## config.mk

```make
export PLATFORM = sky130hd
export DESIGN_NAME = oled_pixel_streamer_flat
export DESIGN_NICKNAME = d
export VERILOG_FILES = /design/src/rtl/oled_pkg.sv /design/src/rtl/oled_pixel_streamer_if.sv /design/src/rtl/spi_shift16.sv /design/src/rtl/oled_pixel_streamer.sv /design/src/flat_wrapper.sv
export SDC_FILE = /design/constraint.sdc
export NUM_CORES = 1
export LEC_CHECK = 0
export CAP_MARGIN = 0
export CORE_MARGIN = 2
export CORE_UTILIZATION = 35
export CTS_CLUSTER_SIZE = 24
export DETAILED_ROUTE_END_ITERATION = 10
export PLACE_DENSITY = 0.55
export RECOVER_POWER = 25
export SYNTH_ARGS = -nofsm -noshare
export SYNTH_HDL_FRONTEND = slang
export SYNTH_SLANG_ARGS = --single-unit
```

## constraint.sdc

```tcl
create_clock -name clk -period 1.96 [get_ports clk]
set_input_delay 0.392 -clock clk [delete_from_list [all_inputs] [get_ports clk]]
set_output_delay 0.392 -clock clk [all_outputs]
set_load 0.01 [all_outputs]
```

## src/rtl/oled_pkg.sv

```systemverilog
// Shared types and constants for the OLED scan-out path.
package oled_pkg;

   localparam int unsigned OLED_WIDTH  = 96;
   localparam int unsigned OLED_HEIGHT = 64;
   localparam int unsigned X_W         = 7;
   localparam int unsigned Y_W         = 6;
   localparam int unsigned PIX_W       = 16;

   typedef struct packed {
      logic [4:0] r;
      logic [5:0] g;
      logic [4:0] b;
   } rgb565_t;

   typedef enum logic [1:0] {IDLE, LOAD, SHIFT} state_t;

endpackage

```

## src/rtl/oled_pixel_streamer_if.sv

```systemverilog
// Renderer/panel-side signal bundle of the pixel streamer.
interface oled_pixel_streamer_if;
   import oled_pkg::*;

   logic           enable;
   rgb565_t        oled_data;
   logic [X_W-1:0] X;
   logic [Y_W-1:0] Y;
   logic           cs_n;
   logic           sclk;
   logic           sdin;
   logic           dc;
   logic           frame_begin;
   logic           busy;

   modport master (input  enable, oled_data,
                   output X, Y, cs_n, sclk, sdin, dc, frame_begin, busy);

   modport slave  (output enable, oled_data,
                   input  X, Y, cs_n, sclk, sdin, dc, frame_begin, busy);

endinterface

```

## src/rtl/spi_shift16.sv

```systemverilog
// 16-bit MSB-first SPI serialiser: CLK_DIV cycles per SCLK half-period, done on bit 0's last high cycle.
module spi_shift16
   import oled_pkg::*;
#(
   parameter int unsigned CLK_DIV = 4
)(
   input  logic    clk,
   input  logic    reset,
   input  logic    i_load,
   input  rgb565_t i_data,
   input  logic    i_start,
   output logic    o_sclk,
   output logic    o_sdin,
   output logic    o_done_c
);

   localparam int unsigned     PH_W    = $clog2(CLK_DIV) + 1;
   localparam logic [PH_W-1:0] PH_LAST = PH_W'(CLK_DIV - 1);

   logic [PIX_W-1:0] r_shift;
   logic [PH_W-1:0]  r_phase;
   logic [3:0]       r_bit;
   logic             r_active;
   logic             r_sclk;
   logic             r_sdin;
   logic [PIX_W-1:0] w_data;
   logic             w_phase_end;

   assign w_data      = i_data;
   assign w_phase_end = r_active && (r_phase == PH_LAST);
   assign o_done_c    = w_phase_end && r_sclk && (r_bit == 4'd0);
   assign o_sclk      = r_sclk;
   assign o_sdin      = r_sdin;

   // The first MSB comes straight from the load data so it is valid in the first low cycle.
   always_ff @(posedge clk or posedge reset) begin
      if (reset) begin
         r_shift  <= '0;
         r_phase  <= '0;
         r_bit    <= 4'd0;
         r_active <= 1'b0;
         r_sclk   <= 1'b1;
         r_sdin   <= 1'b0;
      end else begin
         if (i_load) begin
            r_shift <= w_data;
         end
         if (i_start) begin
            r_active <= 1'b1;
            r_phase  <= '0;
            r_bit    <= 4'd15;
            r_sclk   <= 1'b0;
            r_sdin   <= i_load ? w_data[PIX_W-1] : r_shift[PIX_W-1];
         end else if (w_phase_end) begin
            r_phase <= '0;
            if (!r_sclk) begin
               r_sclk <= 1'b1;
            end else if (r_bit == 4'd0) begin
               r_active <= 1'b0;
            end else begin
               r_shift <= {r_shift[PIX_W-2:0], 1'b0};
               r_bit   <= r_bit - 4'd1;
               r_sclk  <= 1'b0;
               r_sdin  <= r_shift[PIX_W-2];
            end
         end else if (r_active) begin
            r_phase <= r_phase + 1'b1;
         end
      end
   end

endmodule

```

## src/rtl/oled_pixel_streamer.sv

```systemverilog
// OLED scan-out engine: walks X/Y over the panel and streams each rendered pixel over SPI.
module oled_pixel_streamer
   import oled_pkg::*;
#(
   parameter int unsigned WIDTH   = OLED_WIDTH,
   parameter int unsigned HEIGHT  = OLED_HEIGHT,
   parameter int unsigned CLK_DIV = 4
)(
   input  logic                  clk,
   input  logic                  reset,
   oled_pixel_streamer_if.master bus
);

   localparam logic [X_W-1:0] X_LAST = X_W'(WIDTH - 1);
   localparam logic [Y_W-1:0] Y_LAST = Y_W'(HEIGHT - 1);

   state_t         r_state;
   logic [X_W-1:0] r_x;
   logic [Y_W-1:0] r_y;
   logic           r_cs_n;
   logic           r_dc;
   logic           r_frame_begin;
   logic           r_busy;

   logic           w_load;
   logic           w_done;
   logic           w_sclk;
   logic           w_sdin;
   logic [X_W-1:0] w_x_next;
   logic [Y_W-1:0] w_y_next;

   assign w_load = (r_state == LOAD);

   // Next scan position, wrapping at row and frame end.
   always_comb begin
      w_x_next = X_W'(r_x + 1'b1);
      w_y_next = r_y;
      if (r_x == X_LAST) begin
         w_x_next = '0;
         w_y_next = (r_y == Y_LAST) ? '0 : Y_W'(r_y + 1'b1);
      end
   end

   spi_shift16 #(.CLK_DIV(CLK_DIV)) u_spi (
      .clk      (clk),
      .reset    (reset),
      .i_load   (w_load),
      .i_data   (bus.oled_data),
      .i_start  (w_load),
      .o_sclk   (w_sclk),
      .o_sdin   (w_sdin),
      .o_done_c (w_done)
   );

   always_ff @(posedge clk or posedge reset) begin
      if (reset) begin
         r_state       <= IDLE;
         r_x           <= '0;
         r_y           <= '0;
         r_cs_n        <= 1'b1;
         r_dc          <= 1'b0;
         r_frame_begin <= 1'b0;
         r_busy        <= 1'b0;
      end else begin
         r_frame_begin <= 1'b0;
         case (r_state)
            IDLE: begin
               r_cs_n <= 1'b1;
               if (bus.enable) begin
                  r_state       <= LOAD;
                  r_cs_n        <= 1'b0;
                  r_dc          <= 1'b1;
                  r_busy        <= 1'b1;
                  r_frame_begin <= (r_x == '0) && (r_y == '0);
               end
            end
            LOAD: r_state <= SHIFT;
            SHIFT: begin
               // Coordinates move only at pixel end so the renderer settles for a whole pixel.
               if (w_done) begin
                  r_x <= w_x_next;
                  r_y <= w_y_next;
                  if (bus.enable) begin
                     r_state       <= LOAD;
                     r_frame_begin <= (w_x_next == '0) && (w_y_next == '0);
                  end else begin
                     r_state <= IDLE;
                     r_cs_n  <= 1'b1;
                     r_busy  <= 1'b0;
                  end
               end
            end
            default: r_state <= IDLE;
         endcase
      end
   end

   assign bus.X           = r_x;
   assign bus.Y           = r_y;
   assign bus.cs_n        = r_cs_n;
   assign bus.sclk        = w_sclk;
   assign bus.sdin        = w_sdin;
   assign bus.dc          = r_dc;
   assign bus.frame_begin = r_frame_begin;
   assign bus.busy        = r_busy;

endmodule
```

## src/flat_wrapper.sv

```systemverilog
// flat-port wrapper written by rule: the top's interface ports become plain ports
module oled_pixel_streamer_flat import oled_pkg::*;
#(
   parameter int unsigned WIDTH   = OLED_WIDTH,
   parameter int unsigned HEIGHT  = OLED_HEIGHT,
   parameter int unsigned CLK_DIV = 4
)
  (clk, reset, bus_enable, bus_oled_data, bus_X, bus_Y, bus_cs_n, bus_sclk, bus_sdin, bus_dc, bus_frame_begin, bus_busy);
  oled_pixel_streamer_if bus_i ();
  input  logic clk;
  input  logic reset;
  input wire logic [$bits(bus_i.enable)-1:0] bus_enable;
  input wire logic [$bits(bus_i.oled_data)-1:0] bus_oled_data;
  output wire logic [$bits(bus_i.X)-1:0] bus_X;
  output wire logic [$bits(bus_i.Y)-1:0] bus_Y;
  output wire logic [$bits(bus_i.cs_n)-1:0] bus_cs_n;
  output wire logic [$bits(bus_i.sclk)-1:0] bus_sclk;
  output wire logic [$bits(bus_i.sdin)-1:0] bus_sdin;
  output wire logic [$bits(bus_i.dc)-1:0] bus_dc;
  output wire logic [$bits(bus_i.frame_begin)-1:0] bus_frame_begin;
  output wire logic [$bits(bus_i.busy)-1:0] bus_busy;
  assign bus_i.enable = bus_enable;
  assign bus_i.oled_data = bus_oled_data;
  assign bus_X = bus_i.X;
  assign bus_Y = bus_i.Y;
  assign bus_cs_n = bus_i.cs_n;
  assign bus_sclk = bus_i.sclk;
  assign bus_sdin = bus_i.sdin;
  assign bus_dc = bus_i.dc;
  assign bus_frame_begin = bus_i.frame_begin;
  assign bus_busy = bus_i.busy;
  oled_pixel_streamer #(.WIDTH(WIDTH), .HEIGHT(HEIGHT), .CLK_DIV(CLK_DIV)) u_core (.clk(clk), .reset(reset), .bus(bus_i));
endmodule
```

==> results of run 1 <==
repair_timing:
| action | 4_1_cts | 5_1_grt |
|---|---|---|
| resized for setup | 0 | 8 |
| buffers inserted | 0 | 2 |
| setup endpoints to repair | 0 | 6 |
area by class of cell:
| class | count | area share (%) |
|---|---|---|
| Clock buffer | 5 | 2.27 |
| Clock inverter | 3 | 0.784 |
| Inverter | 9 | 1.11 |
| Multi-Input combinational cell | 176 | 39.6 |
| Sequential cell | 44 | 36.4 |
| Tap cell | 80 | 3.30 |
| Timing Repair Buffer | 53 | 16.5 |
registers in the layout (all words and copies together), names as in the netlist:
register	cells
u_core.u_spi.r_shift	15
u_core.bus.X	7
u_core.bus.Y	6
u_core.u_spi.r_bit	4
u_core.u_spi.r_phase	3
u_core.r_state	2
u_core.bus.busy	1
u_core.bus.cs_n	1
u_core.bus.dc	1
u_core.bus.frame_begin	1
u_core.u_spi.o_sclk	1
u_core.u_spi.o_sdin	1
u_core.u_spi.r_active	1
per-layer routing:
metal | GRT usage (%) | vias to the layer above | wire length, um
met1 | 19.9 | 885 | 2460
met4 | 3.98 | 0 | 32
met3 | 3.33 | 4 | 157
met5 | 0 | - | 0
met2 | 22.0 | 30 | 2290
li1 | - | 947 | -
logic make-up (layout without fill, tap and decap cells):
logic type	Yosys count	after routing	synth area share (%)
adders and majority gates	7	7	3.68
buffers and inverters	24	70	4.63
and+or+nand+nor	93	93	22.1
DFF	44	44	46.4
muxes	15	15	6.32
AOI/OAI and AO/OA	54	54	14.3
xor gates and xnor gates	7	7	2.58
path summary, 6_finish.rpt:
path,endpoint,slack (ns),depth (start not counted)
max,bus_Y[3],0.07,1
min,u_core.bus.cs_n$_DFFE_PP1P_,0.49,2
max reg2reg,u_core.bus.Y[5]$_DFFE_PP0P_,0.13,7
min reg2reg,u_core.bus.cs_n$_DFFE_PP1P_,0.49,2
max in group asynchronous,u_core.bus.X[3]$_DFFE_PP0P_,0.35,3
min in group asynchronous,u_core.bus.X[5]$_DFFE_PP0P_,0.86,3
per-stage QoR:
stage / area (sq um) / power (mW) / setup WS (ns)
floorplan: 2380 / 1.85 / 0.195
global placement: 2910 / 2.13 / 0.135
detailed placement: 2910 / 2.15 / 0.0930
CTS: 3000 / 2.75 / 0.0598
global route: 3030 / 2.93 / -0.00580
finish: 3030 / 2.72 / 0.0733
power groups by stage:
| stage | combinational, mW | clock, mW | sequential, mW |
|---|---|---|---|
| final | 0.771 | 0.596 | 1.35 |
| after global routing | 0.895 | 0.645 | 1.39 |
| after CTS | 0.785 | 0.612 | 1.35 |
| after detailed placement | 0.784 | 0 | 1.37 |
| after global placement | 0.767 | 0 | 1.36 |
| after floorplan | 0.527 | 0 | 1.32 |
Yosys cell counts, types with 2 or more instances:
cell	n	area [sq um]
dfrtp_1	42	1050
nand2_1	39	146
o21ai_0	19	95.1
mux2i_1	15	150
o21ai_1	11	55.1
inv_1	9	33.8
nor2_1	9	33.8
nand3_1	8	40.0
buf_2	7	35.0
ha_1	7	87.6
a21oi_1	6	30.0
nor3_1	6	30.0
xnor2_1	6	52.6
clkbuf_1	5	18.8
nand2b_1	5	31.3
nand4_1	4	25.0
a31oi_1	3	18.8
buf_4	3	22.5
o31ai_1	3	22.5
and3_1	2	12.5
dfstp_2	2	52.6
nor2b_1	2	12.5
nor4_1	2	12.5
o211ai_1	2	15.0
worst reg2reg max path, delay by kind of cell (launching register included):
family	cells	cell delay [ns]
compound gates	2	0.35
fa+ha+maj	1	0.18
buf+inv	1	0.07
flops	1	0.41
simple gates	3	0.72
==> flow_metrics.py, run 1 <==
metrics = {
    "run_status": {
        "outcome": "finished clean",
    },
    "timing": {
        "fin_crit_ns": 1.89,
        "hold_slack_ns": 0.485,
        "drv_slew": 0,
        "min_period_over_period_pct": 96.3,
        "setup_viol": 0,
        "tns_ns": 0,
        "fmax_ghz": 0.530,
        "hold_viol_final": 0,
        "worstMarginPinSlew_ns": 1.09,
        "relSlewSlack_pct": 27.6,
        "fin_skew_ns": 0.0117,
    },
    "synth": {
        "synth_nets": 270,
        "synth_ff_type": "dfrtp_1",
        "synth-seq-cells": 44,
        "synth_edf_count": 0,
        "netlist_instances": 244,
        "synth_cell_types": 51,
        "synthArstFlopShare_pct": 100,
        "ys_warn_count": 0,
        "syn_area_sq_mm": 0.00238,
        "yosysSeqAreaShare_pct": 46.4,
        "avgSynthCellArea_sq_um": 9.74,
    },
    "critical_path": {
        "path_cells": "clkdlybuf4s50_1",
        "cp_num_buf_inv": 1,
        "cp_data_arrival_time_ns": 1.49,
        "cp_top_family": "buffers and inverters",
        "critical_path_class": "reg -> out",
        "cp-end-kind": "primary output",
        "crit_path_start_kind": "flop",
        "worstSetupStartpoint": "u_core.bus.Y[3]$_DFFE_PP0P_",
        "max_stage_delay_ns": 0.62,
        "crit_path_max_fanout": 11,
        "rr_startpoint": "u_core.u_spi.r_bit[0]$_DFFE_PP0P_",
        "cp.required_ns": 1.57,
        "slowest_stage": "clkdlybuf4s50_1",
    },
    "final_layout": {
        "regArea_sq_mm": 0.00110,
        "syn_to_final_growth_pct": 27.5,
        "final_common_cell": "dfrtp_1",
        "layoutNonFillerInstCount": 370,
        "multi_input_area_sq_mm": 0.00120,
        "layout.nets": 315,
        "final_cell_mix": "dfrtp_1 (41), nand2_1 (39), clkdlybuf4s50_1 (36)",
        "nFillCells": 675,
        "n_antenna_cell": 0,
        "final_util_pct": 45.4,
        "drive_gt1_share_pct": 15.2,
    },
    "placed_design": {
        "dpl.cell_count": 360,
        "gp_congestion": 0.741,
        "place.detailed.hpwl_um": 3480,
        "port_buffers": 37,
    },
    "floorplanning": {
        "core_sq_mm": 0.00668,
        "die_h_um": 86.4,
        "io_pins": 38,
        "fp.dieArea_sq_mm": 0.00747,
        "rows": 30,
        "die_w_um": 86.4,
        "floorplan.initialDensity_pct": 35.6,
    },
    "global_routing": {
        "grt_max_degree": 45,
        "grt_pass1_vias": 1818,
        "grt-ovfl-total": 0,
        "antenna_found_initial": 0,
        "grtUsageTotal_pct": 14.2,
        "grt_pass1_wl_um": 8510,
    },
    "detailed_routing": {
        "firstDrtPassIters": 5,
        "drcViolationCount": 0,
        "ant_nets": 0,
        "drtIter0Drc": 92,
        "viasPerCell": 5.04,
        "vias": 1866,
        "wl_per_cell_um": 13.4,
        "wl_um": 4940,
    },
    "power": {
        "p_int_mw": 1.83,
        "comb_power_share_pct": 28.4,
        "swShare_pct": 32.8,
        "p_per_area_mw_per_mm2": 896,
        "vdd_drop_max_mv": 0.260,
        "p_clk_share_pct": 21.9,
        "p_switching_mw": 0.890,
        "power_leakage_nw": 1.28,
        "power_frac_seq_pct": 49.7,
    },
    "clock_tree": {
        "cts_root_buffer": "clkbuf_8",
        "clock_insertion_delay_worst_skew_ns": 0.30,
        "cts_tree": "yes",
        "clockBufferDepth": 2,
        "cts_sinks": 44,
        "cts_buffers": 5,
        "cts.hold.buffers_added": 0,
        "ctsHtreeMaxLevel": 2,
        "path_clk_slew_ns": 0.10,
    },
    "worst_hold_path": {
        "min-delay-start": "u_core.bus.cs_n$_DFFE_PP1P_",
        "min_path_type": "reg -> reg",
    },
    "run": {
        "drv_cap": 0,
    },
}
(Power assumes the default switching activity.)
==> run 2, diff against run 1 <==
--- a/config.mk
+++ b/config.mk
@@ -7,10 +7,10 @@
 export LEC_CHECK = 0
 export CAP_MARGIN = 0
 export CORE_MARGIN = 2
-export CORE_UTILIZATION = 35
+export CORE_UTILIZATION = 46
 export CTS_CLUSTER_SIZE = 24
 export DETAILED_ROUTE_END_ITERATION = 10
-export PLACE_DENSITY = 0.55
+export PLACE_DENSITY = 0.69
 export RECOVER_POWER = 25
 export SYNTH_ARGS = -nofsm -noshare
 export SYNTH_HDL_FRONTEND = slang
==> run 2 against run 1 <==
Total power decreased by 1.9%. Clock power is 5.4% lower. Non-clock buffer count down 5. Cell count decreased by 4.1%. Critical endpoint is now bus_X[4].
==> flow_metrics.py, run 2 (synthesized netlist as in run 1, its figures left out) <==
metrics = {
    "timing": {
        "tns_ns": 0,
        "drv_slew": 0,
        "hold_slack_ns": 0.475,
        "worstMarginPinSlew_ns": 1.11,
        "fmax_ghz": 0.535,
        "hold_viol_final": 0,
        "relSlewSlack_pct": 26.3,
        "setup_viol": 0,
        "fin_crit_ns": 1.87,
        "fin_skew_ns": 0.00454,
        "min_period_over_period_pct": 95.5,
        "rsz0062_at_grt": "no",
    },
    "global_routing": {
        "grtUsageTotal_pct": 18.8,
        "grt_pass1_wl_um": 8200,
        "grt_pass1_vias": 1760,
        "grt-ovfl-total": 0,
        "grt_max_degree": 45,
        "antenna_found_initial": 0,
    },
    "clock_tree": {
        "clock_insertion_delay_worst_skew_ns": 0.30,
        "cts_tree": "yes",
        "cts_buffers": 5,
        "path_clk_slew_ns": 0.08,
        "ctsHtreeMaxLevel": 2,
        "clockBufferDepth": 2,
        "cts_root_buffer": "clkbuf_8",
        "cts_sinks": 44,
    },
    "power": {
        "p_per_area_mw_per_mm2": 903,
        "power_leakage_nw": 1.24,
        "totalPowerFinal_mw": 2.67,
        "vdd_drop_max_mv": 0.430,
    },
    "final_layout": {
        "n_antenna_cell": 0,
        "final_cell_mix": "dfrtp_1 (41), nand2_1 (39), clkdlybuf4s50_1 (36)",
        "final_cell_area_sq_mm": 0.00295,
        "syn_to_final_growth_pct": 24.1,
        "largest_register_ffs": 15,
        "final_common_cell": "dfrtp_1",
        "layout.nets": 310,
        "drive_gt1_share_pct": 12.6,
        "top_register": "u_core.u_spi.r_shift",
    },
    "critical_path": {
        "cp-end-kind": "primary output",
        "critical_path_class": "reg -> out",
        "path_cells": "clkdlybuf4s50_1",
        "cp_num_buf_inv": 1,
        "crit_path_start_kind": "flop",
        "cp_data_arrival_time_ns": 1.48,
        "slowest_stage": "clkdlybuf4s50_1",
        "cp_top_family": "buffers and inverters",
        "cp.required_ns": 1.57,
        "max_stage_delay_ns": 0.61,
        "crit_path_max_fanout": 8,
    },
    "placed_design": {
        "gp_congestion": 0.883,
        "port_buffers": 37,
        "place.detailed.hpwl_um": 3330,
        "dpl_cell_area_sq_mm": 0.00286,
    },
    "floorplanning": {
        "rows": 26,
        "die_w_um": 75.9,
        "floorplan.initialDensity_pct": 47.1,
        "io_pins": 38,
        "die_h_um": 75.9,
        "core_sq_mm": 0.00504,
        "fp.dieArea_sq_mm": 0.00576,
    },
    "detailed_routing": {
        "firstDrtPassIters": 4,
        "vias": 1847,
        "drcViolationCount": 0,
        "wl_um": 4790,
        "viasPerCell": 5.20,
        "drtIter0Drc": 142,
        "ant_nets": 0,
        "wl_per_cell_um": 13.5,
    },
    "run_status": {
        "outcome": "finished clean",
    },
    "run": {
        "drv_cap": 0,
    },
    "worst_hold_path": {
        "min_path_type": "reg -> reg",
    },
}
-- run 2: changes by cell type in the layout (fill, tap and decap cells not counted), sizes merged --
cell	before	now
buf	15	10
clkbuf	6	7
clkinv	2	1
clkinvlp	2	1
inv	8	9
-- run 2: path summary, 6_finish.rpt --
kind	from	endpoint	slack, ns	depth (start not counted)
setup reg to reg	u_core.u_spi.r_bit[0]$_DFFE_PP0P_	u_core.bus.X[5]$_DFFE_PP0P_	0.10	8
hold / removal	u_core.bus.cs_n$_DFFE_PP1P_	u_core.bus.cs_n$_DFFE_PP1P_	0.48	2
max in group asynchronous	reset	u_core.bus.X[3]$_DFFE_PP0P_	0.34	3
setup / recovery	u_core.bus.X[4]$_DFFE_PP0P_	bus_X[4]	0.09	1
hold reg to reg	u_core.bus.cs_n$_DFFE_PP1P_	u_core.bus.cs_n$_DFFE_PP1P_	0.48	2
min in group asynchronous	reset	u_core.bus.Y[4]$_DFFE_PP0P_	0.87	3
-- run 2: timing repair --
item,4_1_cts,5_1_grt
setup endpoints to repair,0,7
endpoints found under the hold margin,0,0
hold buffers,0,0
resized for setup,0,4
buffers inserted,0,2
-- run 2: area by class of cell --
| cell class | count | area [sq um] |
|---|---|---|
| repair buffers | 48 | 467 |
| clock inverters | 2 | 12.5 |
| multi-input cells | 176 | 1170 |
| clock buffers | 6 | 72.6 |
| inverters | 9 | 33.8 |
| well taps | 70 | 87.6 |
| flip-flops and latches | 44 | 1100 |
| fillers | 441 | 2090 |
-- run 2: where the power goes --
part           switching [mW]  internal [mW]  total, mW
clock                   0.314          0.249      0.564
sequential              0.178           1.17       1.35
combinational           0.358          0.394      0.752
-- run 2: through the flow --
step / std cells / setup slack (ns) / utilization, %
final: 355 / 0.0891 / 58.5
after global routing: 355 / 0.000995 / 58.5
after CTS: 353 / 0.0618 / 58.3
after detailed placement: 345 / 0.0926 / 56.7
after global placement: 345 / 0.184 / 56.7
after floorplan: 244 / 0.195 / -
-- run 2: per-layer routing --
metal | vias up | GRT usage, % | share of wire [%]
met4 | 0 | 6.82 | 1.5
met1 | 874 | 27.5 | 51
li1 | 933 | - | -
met3 | 6 | 4.76 | 4.1
met5 | - | 0 | 0
met2 | 34 | 27.0 | 44
==> run 3, diff against run 2 <==
--- a/config.mk
+++ b/config.mk
@@ -10,8 +10,10 @@
 export CORE_UTILIZATION = 46
 export CTS_CLUSTER_SIZE = 24
 export DETAILED_ROUTE_END_ITERATION = 10
+export GPL_ROUTABILITY_DRIVEN = 1
 export PLACE_DENSITY = 0.69
 export RECOVER_POWER = 25
+export SLEW_MARGIN = 10
 export SYNTH_ARGS = -nofsm -noshare
 export SYNTH_HDL_FRONTEND = slang
 export SYNTH_SLANG_ARGS = --single-unit
==> constraint.sdc (replaced) <==
create_clock -name clk -period 2.4 [get_ports clk]
set_input_delay 0.48 -clock clk [delete_from_list [all_inputs] [get_ports clk]]
set_output_delay 0.48 -clock clk [all_outputs]
set_load 0.01 [all_outputs]
==> run 3 against run 2 <==
Combinational power fell by 20%. Utilization fell by 1.1 points. Cell area fell by 1.9%. Total power fell by 15%. Critical endpoint is now u_core.bus.Y[5]$_DFFE_PP0P_. Clock power barely moved. Sequential power fell by 19%. Sequential share of layout area rose by 0.67 points. Cell count fell by 2.3%. Routed wire length fell by 1.5%. Setup slack improved by 0.27 ns. Via count rose by 0.16%. Highest routed layer unchanged.
==> flow_metrics.py, run 3 (synthesized netlist as in run 1, its figures left out) <==
metrics = {
    "clock_tree": {
        "cts_setup_buffers": 0,
        "cts_tree": "yes",
        "cts_root_buffer": "clkbuf_8",
        "cts_sinks": 44,
        "cts.hold.buffers_added": 0,
        "ctsHtreeMaxLevel": 2,
        "cts_resized": 0,
        "cts_buffers": 5,
        "path_clk_slew_ns": 0.08,
        "clock_insertion_delay_worst_skew_ns": 0.30,
        "clockBufferDepth": 2,
    },
    "final_layout": {
        "final_cell_mix": "dfrtp_1 (42), nand2_1 (39), clkdlybuf4s50_1 (35)",
        "drive_gt1_share_pct": 9.39,
        "n_antenna_cell": 0,
        "final_common_cell": "dfrtp_1",
        "layoutNonFillerInstCount": 347,
        "final_cell_area_sq_mm": 0.00290,
        "final_util_pct": 57.4,
        "top_register": "u_core.u_spi.r_shift",
        "largest_register_ffs": 15,
        "layout.nets": 302,
        "syn_to_final_growth_pct": 21.8,
    },
    "global_routing": {
        "grt_util_met3_pct": 3.17,
        "grt_max_degree": 45,
        "grt_pass1_wl_um": 7870,
        "use_met1_pct": 26.3,
        "grt_pass1_vias": 1742,
        "antenna_found_initial": 0,
        "grt-ovfl-total": 0,
        "grt.busiest_layer": "met1",
        "use_met2_pct": 25.9,
        "grtUsageTotal_pct": 17.9,
    },
    "timing": {
        "min_period_over_period_pct": 85.2,
        "relSlewSlack_pct": 25.4,
        "rsz0062_at_grt": "no",
        "worstMarginPinSlew_ns": 1.12,
        "setup_viol": 0,
        "fin_crit_ns": 2.05,
        "drv_slew": 0,
        "fmax_ghz": 0.489,
        "fin_skew_ns": 0.00519,
        "tns_ns": 0,
        "hold_viol_final": 0,
    },
    "placed_design": {
        "port_buffers": 37,
        "place.detailed.hpwl_um": 3240,
        "dpl_cell_area_sq_mm": 0.00279,
        "dpl.cell_count": 339,
        "gp_congestion": 0.826,
    },
    "detailed_routing": {
        "viasPerCell": 5.33,
        "wl_um": 4720,
        "wl_per_cell_um": 13.6,
        "vias": 1850,
        "drtIter0Drc": 142,
        "ant_nets": 0,
        "firstDrtPassIters": 4,
        "drcViolationCount": 0,
    },
    "critical_path": {
        "crit_path_start_kind": "flop",
        "cp_data_arrival_time_ns": 2.22,
        "cp-end-kind": "flop",
        "cp.required_ns": 2.58,
        "crit_path_max_fanout": 8,
        "worstSetupStartpoint": "u_core.u_spi.r_bit[0]$_DFFE_PP0P_",
        "rr_startpoint": "u_core.u_spi.r_bit[0]$_DFFE_PP0P_",
        "critical_path_class": "reg -> reg",
    },
    "floorplanning": {
        "io_pins": 38,
        "die_h_um": 75.9,
        "floorplan.initialDensity_pct": 47.1,
        "fp.dieArea_sq_mm": 0.00576,
        "die_w_um": 75.9,
        "core_sq_mm": 0.00504,
        "rows": 26,
    },
    "run": {
        "drv_cap": 0,
    },
    "run_status": {
        "outcome": "finished clean",
    },
    "power": {
        "totalPowerFinal_mw": 2.27,
        "vdd_drop_max_mv": 0.358,
        "power_leakage_nw": 1.22,
        "p_per_area_mw_per_mm2": 783,
    },
    "worst_hold_path": {
        "min-delay-start": "u_core.bus.cs_n$_DFFE_PP1P_",
        "min_path_type": "reg -> reg",
    },
}
[run 3: cell types whose count changed in the layout (fill, tap and decap cells not counted)]
cell and change:
buf_4 -6, clkbuf_1 -1, buf_12 -1, ha_1 +1, dlygate4sd3_1 +1, ha_2 -1
bufinv_16 +1, buf_6 -1, dfrtp_2 -1, dfrtp_1 +1, and4b_2 -1, and4b_1 +1
clkdlybuf4s50_1 -1
[run 3: path summary, 6_finish.rpt]
path	endpoint	slack, ns	cells after the start
max	u_core.bus.Y[5]$_DFFE_PP0P_	0.35	7
min	u_core.bus.cs_n$_DFFE_PP1P_	0.47	2
max reg2reg	u_core.bus.Y[5]$_DFFE_PP0P_	0.35	7
min reg2reg	u_core.bus.cs_n$_DFFE_PP1P_	0.47	2
max in group asynchronous	u_core.r_state[1]$_DFFE_PP0P_	0.74	3
min in group asynchronous	u_core.u_spi.r_shift[8]$_DFF_PP0_	0.98	3
[run 3: layout make-up]
type / count / area, sq um
clock buffers: 5 / 68.8
inverters: 9 / 33.8
multi-input cells: 176 / 1170
well taps: 70 / 87.6
clock inverters: 3 / 42.5
fillers: 459 / 2150
flip-flops and latches: 44 / 1100
repair buffers: 40 / 390
[run 3: report_power, final]
group          internal [mW]  switching, mW
Sequential             0.957          0.147
Clock                  0.308          0.255
Combinational          0.304          0.297
[run 3: layer usage]
layer / share of wire (%) / up-vias / wire length (um)
met4: 1.7 / 0 / 80
met5: 0 / - / 0
li1: - / 925 / -
met1: 49 / 883 / 2330
met2: 46 / 35 / 2150
met3: 3.3 / 7 / 154
[run 3: through the flow]
stage	hold slack (ns)	setup slack (ns)
after CTS	0.476	0.355
after global routing	0.503	0.231
final	0.473	0.354
after detailed placement	0.465	0.340
after global placement	0.459	0.441
after floorplan	0.478	0.635
[run 3: critical path: stages (launching register included)]
cell	delay, ns
dfrtp_1	0.41
inv_1	0.07
ha_1	0.18
nor3b_4	0.34
and4b_1	0.44
nand2_4	0.13
o31ai_4	0.26
o41ai_2	0.10
